**config.mk**
```make
export PLATFORM = sky130hd
export DESIGN_NAME = gauss_scan_ctrl
export DESIGN_NICKNAME = d
export VERILOG_FILES = /design/src/rtl/gauss_scan_ctrl.sv
export SDC_FILE = /design/constraint.sdc
export NUM_CORES = 1
export LEC_CHECK = 0
export CELL_PAD_IN_SITES_DETAIL_PLACEMENT = 1
export CELL_PAD_IN_SITES_GLOBAL_PLACEMENT = 1
export CORE_MARGIN = 5
export CORE_UTILIZATION = 30
export DETAILED_ROUTE_END_ITERATION = 7
export PLACE_DENSITY_LB_ADDON = 0.1
export SETUP_SLACK_MARGIN = 0.1
export SYNTH_ARGS = -nofsm -noshare
export SYNTH_HDL_FRONTEND = slang
export SYNTH_SLANG_ARGS = --single-unit
```
**constraint.sdc**
```tcl
create_clock -name pixClk -period 4.5 [get_ports pixClk]
set_input_delay 0.9 -clock pixClk [delete_from_list [all_inputs] [get_ports pixClk]]
set_output_delay 0.9 -clock pixClk [all_outputs]
set_load 0.02 [all_outputs]
```
**src/rtl/gauss_scan_ctrl.sv**
```systemverilog
// rtl/gauss_scan_ctrl.sv - scan/flush sequencer for a vertical Gaussian window with MAC pipeline.
// Optional build macro GSC_BORDER_MASK_EN suppresses out_valid for rows whose window crosses the border.
module gauss_scan_ctrl #(
   parameter int FRAME_W  = 200,
   parameter int FRAME_H  = 200,
   parameter int DOWN_S   = 0,
   parameter int WIN_RADI = 9,
   parameter int PIPE_LAT = 4
) (
   input  logic        pixClk,
   input  logic        rst_n,
   input  logic        pix_valid,
   input  logic        frame_start,
   output logic        in_ready,
   output logic        en_p,
   output logic        pad_zero,
   output logic        out_valid,
   output logic [15:0] ox,
   output logic [15:0] oy,
   output logic        out_inner,
   output logic        frame_done,
   output logic        err_restart
);

   localparam int DS_W = FRAME_W >> DOWN_S;
   localparam int DS_H = FRAME_H >> DOWN_S;
   localparam int LAG  = WIN_RADI * DS_W + PIPE_LAT;

   localparam logic [15:0] DS_MASK  = 16'((1 << DOWN_S) - 1);
   localparam logic [15:0] W_LAST   = 16'(FRAME_W - 1);
   localparam logic [15:0] H_LAST   = 16'(FRAME_H - 1);
   localparam logic [15:0] DSW_LAST = 16'(DS_W - 1);
   localparam logic [15:0] DSH_LAST = 16'(DS_H - 1);
   localparam logic [15:0] LAG_V    = 16'(LAG);
   localparam logic [15:0] LAG_LAST = 16'(LAG - 1);
   localparam logic [15:0] INNER_LO = 16'(WIN_RADI);
   localparam logic [15:0] INNER_HI = 16'(DS_H - 1 - WIN_RADI);

   typedef enum logic [1:0] {IDLE, SCAN, FLUSH, DONE} state_t;

   state_t      state, nextState;
   logic [15:0] inX, inY, lag, flushCnt;
   logic [15:0] curX, curY;
   logic        accept, frameGo, lastPix, lagged;

   always_comb begin
      nextState   = state;
      in_ready    = (state == IDLE) || (state == SCAN);
      en_p        = 1'b0;
      pad_zero    = 1'b0;
      frame_done  = 1'b0;
      err_restart = 1'b0;
      accept      = 1'b0;
      frameGo     = 1'b0;
      curX        = inX;
      curY        = inY;
      lastPix     = 1'b0;
      if (rst_n) begin
         case (state)
            IDLE: begin
               if (pix_valid && frame_start) begin
                  frameGo = 1'b1;
                  accept  = 1'b1;
               end
            end
            SCAN: begin
               if (pix_valid) begin
                  accept = 1'b1;
                  if (frame_start) begin
                     frameGo     = 1'b1;
                     err_restart = 1'b1;
                  end
               end
            end
            FLUSH: begin
               if (pix_valid && frame_start) begin
                  frameGo     = 1'b1;
                  accept      = 1'b1;
                  err_restart = 1'b1;
               end else begin
                  en_p     = 1'b1;
                  pad_zero = 1'b1;
                  if (flushCnt == LAG_LAST) nextState = DONE;
               end
            end
            DONE: begin
               frame_done = 1'b1;
               nextState  = IDLE;
            end
            default: nextState = IDLE;
         endcase
         // A starting or restarting pixel is always coordinate (0,0).
         if (frameGo) begin
            curX = '0;
            curY = '0;
         end
         lastPix = (curX == W_LAST) && (curY == H_LAST);
         if (accept) begin
            en_p      = ((curX & DS_MASK) == '0) && ((curY & DS_MASK) == '0);
            nextState = lastPix ? FLUSH : SCAN;
         end
      end
   end

   // The pixel that opens a frame never emits: the lag counter still holds the previous frame's value.
   assign lagged    = en_p && (lag == LAG_V) && !frameGo;
   assign out_inner = (oy >= INNER_LO) && (oy <= INNER_HI);

`ifdef GSC_BORDER_MASK_EN
   assign out_valid = lagged && out_inner;
`else
   assign out_valid = lagged;
`endif

   always_ff @(posedge pixClk or negedge rst_n) begin
      if (!rst_n) begin
         state    <= IDLE;
         inX      <= '0;
         inY      <= '0;
         lag      <= '0;
         flushCnt <= '0;
         ox       <= '0;
         oy       <= '0;
      end else begin
         state <= nextState;

         if (accept) begin
            if (curX == W_LAST) begin
               inX <= '0;
               inY <= (curY == H_LAST) ? 16'd0 : curY + 16'd1;
            end else begin
               inX <= curX + 16'd1;
               inY <= curY;
            end
         end

         if ((state == FLUSH) && !frameGo)
            flushCnt <= (flushCnt == LAG_LAST) ? 16'd0 : flushCnt + 16'd1;
         else
            flushCnt <= '0;

         if (frameGo)
            lag <= 16'd1;
         else if (en_p && (lag != LAG_V))
            lag <= lag + 16'd1;

         // Output coordinates follow every lagged step, masked or not.
         if (frameGo) begin
            ox <= '0;
            oy <= '0;
         end else if (lagged) begin
            if (ox == DSW_LAST) begin
               ox <= '0;
               oy <= (oy == DSH_LAST) ? 16'd0 : oy + 16'd1;
            end else begin
               ox <= ox + 16'd1;
            end
         end
      end
   end

endmodule
```
* Yosys cells after proc, flatten, opt, wreduce, memory -nomap -nowiden
Cells that the tools add are included.
** Cells by class
- $add $sub $neg :: 6
- $mul :: 0
- Div/mod/pow operators :: 0
- Order comparisons :: 2
- Equal/unequal tests :: 14
- Shift operators :: 0
- Mux-type cells :: 44
- Bitwise gates (word level) :: 0
- Reduce and logical (&&, ||, !) cells :: 17
** Operator list (number)
- 2-to-1 mux 16 bit :: 20
- adder 16 x 1 -> 16 bit, second input constant :: 6
- == test 16 x 8 -> 1 bit, second input constant :: 6
- == test 16 x 11 -> 1 bit, second input constant :: 2
- greater-or-equal comparator 16 x 4 -> 1 bit, second input constant :: 1
- less-or-equal comparator 16 x 8 -> 1 bit, second input constant :: 1
- 2-to-1 mux 1 bit :: 16
- != test 16 x 11 -> 1 bit, second input constant :: 1
- 2-to-1 mux 2 bit :: 4
- logical AND 1 bit :: 7
- != test 3 bit, second input constant :: 2
- case mux 1 bit (2 select lines) :: 3
- nonzero test 2 bit :: 3
- == test 2 bit, second input constant :: 2
- case mux 2 bit (2 select lines) :: 1
- AND reduction 4 bit :: 1
- nonzero test 3 bit :: 1
- == test 2 x 1 -> 1 bit, second input constant :: 1
- zero test 2 bit :: 1
- AND reduction 2 bit :: 1
- OR reduction 2 bit :: 1
- zero test 1 bit :: 1
- logical OR 1 bit :: 1
** Storage, ports and cells
- Register bits after elaboration :: 98
- Latch bits :: 0
- Bits in writable memories :: 0
- Memory bits (read-only) :: 0
- Memories :: 0

* Longest topological paths before layout
Gate-level depths: netlist of the first run.
- Depth after elaboration :: 10
- Depth in mapped cells :: 14

* Worst setup path after synthesis of the first run
OpenSTA, ideal clock, no wires.
- Kind :: in2reg
- Start :: in rst_n
- End :: reg inY[14]
- Library setup time :: 0.135 ns
- Arrival time :: 3.541 ns
- Required time :: 4.365 ns
- Setup slack :: 0.824 ns
- Cell stages on the path :: 11
- Cell sequence :: nor2b_1 nand2_1 clkbuf_1 clkbuf_1 and2_1 ha_1 and4_1 nand4_2 or4_4 o311ai_2 o41ai_2
** Between the ends
- Word-level cells in the longest chain between the ends :: 4
- Elaborated cells on any way between the ends :: 8
- Those cells by class :: 1 x add/sub; 2 x eq/ne; 5 x mux
** RTL lines
- start: declaration :: line 11 : input logic rst_n,
- 2-to-1 mux 16 bit :: line 58 : if (rst_n) begin
- adder 16 x 1 -> 16 bit or == test 16 x 8 -> 1 bit (tied branches) :: line 130 : inY <= (curY == H_LAST) ? 16'd0 : curY + 16'd1;
- 2-to-1 mux 16 bit :: line 130
- 2-to-1 mux 16 bit :: line 128 : if (curX == W_LAST) begin
- end signal: assignment :: line 130
- end signal: assignment :: line 133 : inY <= curY;
- end: declaration :: line 42 : logic [15:0] inX, inY, lag, flushCnt;
Parallel ways exist; a longest one is shown, timed or not.
A chain may end at the register's enable or synchronous reset.

* Final worst setup path of the first run
- Start :: in frame_start
- End :: out out_valid
** Between the ends
- Word-level cells in the longest chain between the ends :: 8
- Elaborated cells on any way between the ends :: 16
- Those cells by class :: 12 x mux; 4 x reduce/logical
** RTL lines
- start: declaration :: line 13 : input logic frame_start,
- logical AND 1 bit :: line 61, 76
- 2-to-1 mux 1 bit :: line 61, 76
- case mux 1 bit (2 select lines) :: line 59 : case (state)
- 2-to-1 mux 1 bit :: line 58
- 2-to-1 mux 1 bit :: line 98 : if (accept) begin
- 2-to-1 mux 1 bit :: line 58
- logical AND 1 bit :: line 106 : assign lagged = en_p && (lag == LAG_V) && !frameGo;
- logical AND 1 bit (*) :: line 106
- end: declaration :: line 17 : output logic out_valid,
Every way passes the cells marked *; elsewhere a longest branch is shown, timed or not. The select of a mux whose other input is x is not followed.

==> results of run 1 <==
[cells in the mapped netlist (all sizes together), types with 16 or more instances]
cell,number,area [um2]
a21oi,32,164
a31oi,19,119
and3,16,100
clkbuf,22,83.8
dfrtp,98,2450
inv,22,82.6
nand2,63,236
nand3,49,250
nand4,28,181
nor2,59,221
nor3,20,111
o21ai,40,200
or3,18,113
or4,16,124
[state kept, by name (all words and copies together), names as in the netlist]
name,count
flushCnt,16
inX,16
inY,16
lag,16
ox,16
oy,16
state,2
[through the flow]
step | setup slack, ns | instances
4_1_cts | 0.668 | 978
3_3_place_gp | 0.659 | 962
6_report | 0.672 | 978
2_1_floorplan | 0.824 | 676
5_1_grt | 0.462 | 978
3_5_place_dp | 0.527 | 962
[worst min path at each step]
stage	from	to	slack, ns	depth (start not counted)
2_1_floorplan	inY[12]	inY[12]	0.47	1
3_3_place_gp	inX[1]	inX[1]	0.51	2
3_5_place_dp	oy[15]	oy[15]	0.52	1
4_1_cts	rst_n	lag[13]	0.42	1
5_1_grt	rst_n	lag[13]	0.42	1
6_report	rst_n	lag[13]	0.42	1
[kinds of logic after synthesis]
| logic type | share of synthesized area |
|---|---|
| fa+ha+maj | 0.0294 |
| simple gates | 0.308 |
| compound gates | 0.169 |
| xor+xnor | 0.0353 |
| mux | 0.00862 |
| buf+inv | 0.0368 |
| flops | 0.412 |
[cell type report]
| class | count | area (um2) |
|---|---|---|
| timing repair buffer | 52 | 493 |
| fill | 2269 | 12500 |
| clock buffer | 9 | 225 |
| sequential | 98 | 2450 |
| tap | 265 | 332 |
| multi-input combinational | 525 | 3280 |
| clock inverter | 7 | 83.8 |
| inverter | 22 | 82.6 |
[layout by cell type, fill, tap and decap left out, types with 4 or more instances in the layout]
cell type,netlist,final
nand2b_1,5,5
o311ai_0,5,5
nor4_1,10,10
o31ai_1,11,11
xor2_1,14,14
a31oi_1,19,19
clkdlybuf4s50_1,0,41
o211ai_1,6,6
buf_4,2,11
ha_1,14,14
and3_1,16,16
o41ai_1,4,4
o22ai_1,4,4
inv_1,21,21
a21oi_1,31,31
xnor2_1,10,10
nand3_1,48,48
mux2i_1,4,4
nand2_1,63,63
or3_1,18,18
dfrtp_1,98,98
o21ai_0,39,39
nor4_4,4,4
a41oi_1,4,4
nor2_1,59,59
nand4_1,27,27
or4_1,15,15
clkbuf_16,0,9
and4_1,13,13
and2_1,12,11
nor3_1,19,19
[report_power, final]
group	switching (mW)	total, mW	internal, mW	leakage (nW)
clock network	0.387	0.829	0.442	0.149
logic	0.386	0.605	0.218	1.29
registers	0.0806	1.02	0.936	1.32
total	0.854	2.45	1.60	2.76
[metal layers]
layer  vias to the layer above  GRT usage  share of wire
met5                         -          0              0
met4                         0     0.0340          0.011
met2                        62      0.259           0.46
met3                        15     0.0296          0.029
li1                       2608          -              -
met1                      2757      0.229           0.50
==> impl_metrics.tcl, run 1 <==
set metrics [dict create \
    crit_family "buffers and inverters" \
    syn-mean-instance-area_um2 8.80 \
    utilization 0.357 \
    vdd_drop_max_v 0.000189 \
    r2r_setup_slack_ns 1.00 \
    holdWs_ns 0.425 \
    maxCapViolations 0 \
    ant_nets 0 \
    synth-seq-cells 98 \
    drive_gt1_frac 0.0673 \
    post_cts_hold_buffer_count 0 \
    drcViolationCount 0 \
    crit_top_cell "clkdlybuf4s50_1" \
    path_class "in2out" \
    io_pins 43 \
    numCtsBuffers 9 \
    synth-async-reset-ratio 1.00 \
    synth_nets 694 \
    grt_use_total 0.162 \
    arrival_ns 2.93 \
    relSlewSlack 0.492 \
    wl_per_cell_um 18.2 \
    cts.sinks 98 \
    vias 5442 \
    drt_wl_total_um 17800 \
    die_h_um 151 \
    area_delta_synth_final_pct 16.8 \
    hold_viol 0 \
    rr_worst_depth 11 \
    max_stage_delay_ns 0.62 \
    final-setup-viol-count 0 \
    post_drt_via_cell_ratio 5.56 \
    hp-class "in2async" \
    antenna_found_initial 0 \
    power.density_mw_per_mm2 353 \
    clock_skew_ns 0.00794 \
    critPathBufInv 3 \
    finalMaxSlewViolations 0 \
    end_kind "output port" \
    required_ns 3.60 \
    finalPower_mw 2.45 \
    drt_iter0_drc 296 \
    seq_area_frac_synth 0.412 \
    cts_setup_buffers 0 \
    synthFlopType "dfrtp_1" \
    grt_max_degree 53 \
    globalplace.congestion 0.781 \
    cp_max_fo 6 \
    leakagePower_nw 2.76 \
    worstPathCellList "clkdlybuf4s50_1 > a21boi_1 > o211ai_2 > inv_2 > nand2_1 > nor2_1 > clkdlybuf4s50_1" \
    r2r_start "state[1]" \
    crit_path_start_kind "input port" \
    netlist_area_mm2 0.00595 \
    dieArea_mm2 0.0227 \
    initial_core_util 0.306 \
    outcome "complete, no violations" \
    tightest_slew_ns 0.762 \
    cts_tree "yes" \
    gr-total-overflow 0 \
    layout.nets 726 \
    synth-edff-count 0 \
    reg2reg_to "inY[14]" \
    worstSkewPairLatency_ns 0.35 \
    cp_num_cells 7 \
    num_rows 51 \
    place_area_mm2 0.00664 \
    post-route-period-util 0.851 \
    cts-htree-levels 3 \
    cp-startpoint "frame_start" \
    die_w_um 151 \
    period_minus_slack_ns 3.83 \
    clk_pin_slew_ns 0.08 \
    clock-root-buffer "clkbuf_16" \
    portBuffers 42 \
    endpoint "out_valid" \
    rsz0062_at_grt "false" \
    netlist_instances 676 \
    firstDrtPassIters 4 \
    yosys_warnings 0 \
    core_area_mm2 0.0195 \
    n_antenna_cell 0 \
    max_freq_mhz 261 \
    design_area_mm2 0.00695 \
    tns_ns 0 \
    place_hpwl_um 12600 \
    cts_resized 0 \
    ys_types 73 \
    critPathSlowestCell "clkdlybuf4s50_1" \
    clockBufferDepth 2 \
    grt_pass1_vias 5719 \
    grt_pass1_wl_um 30000 \
]
Power figures use the tool's default switching activity.
==> inputs of run 2 (changes only) <==
- SKIP_CTS_REPAIR_TIMING: not set -> 1
==> results of run 2 <==
Same layout as run 1: the final DEF is identical, and so are final timing and power.
==> inputs of run 3 (changes only) <==
- SETUP_SLACK_MARGIN: 0.1 -> not set
==> results of run 3 <==
Same layout as run 1: the final DEF is identical, and so are final timing and power.
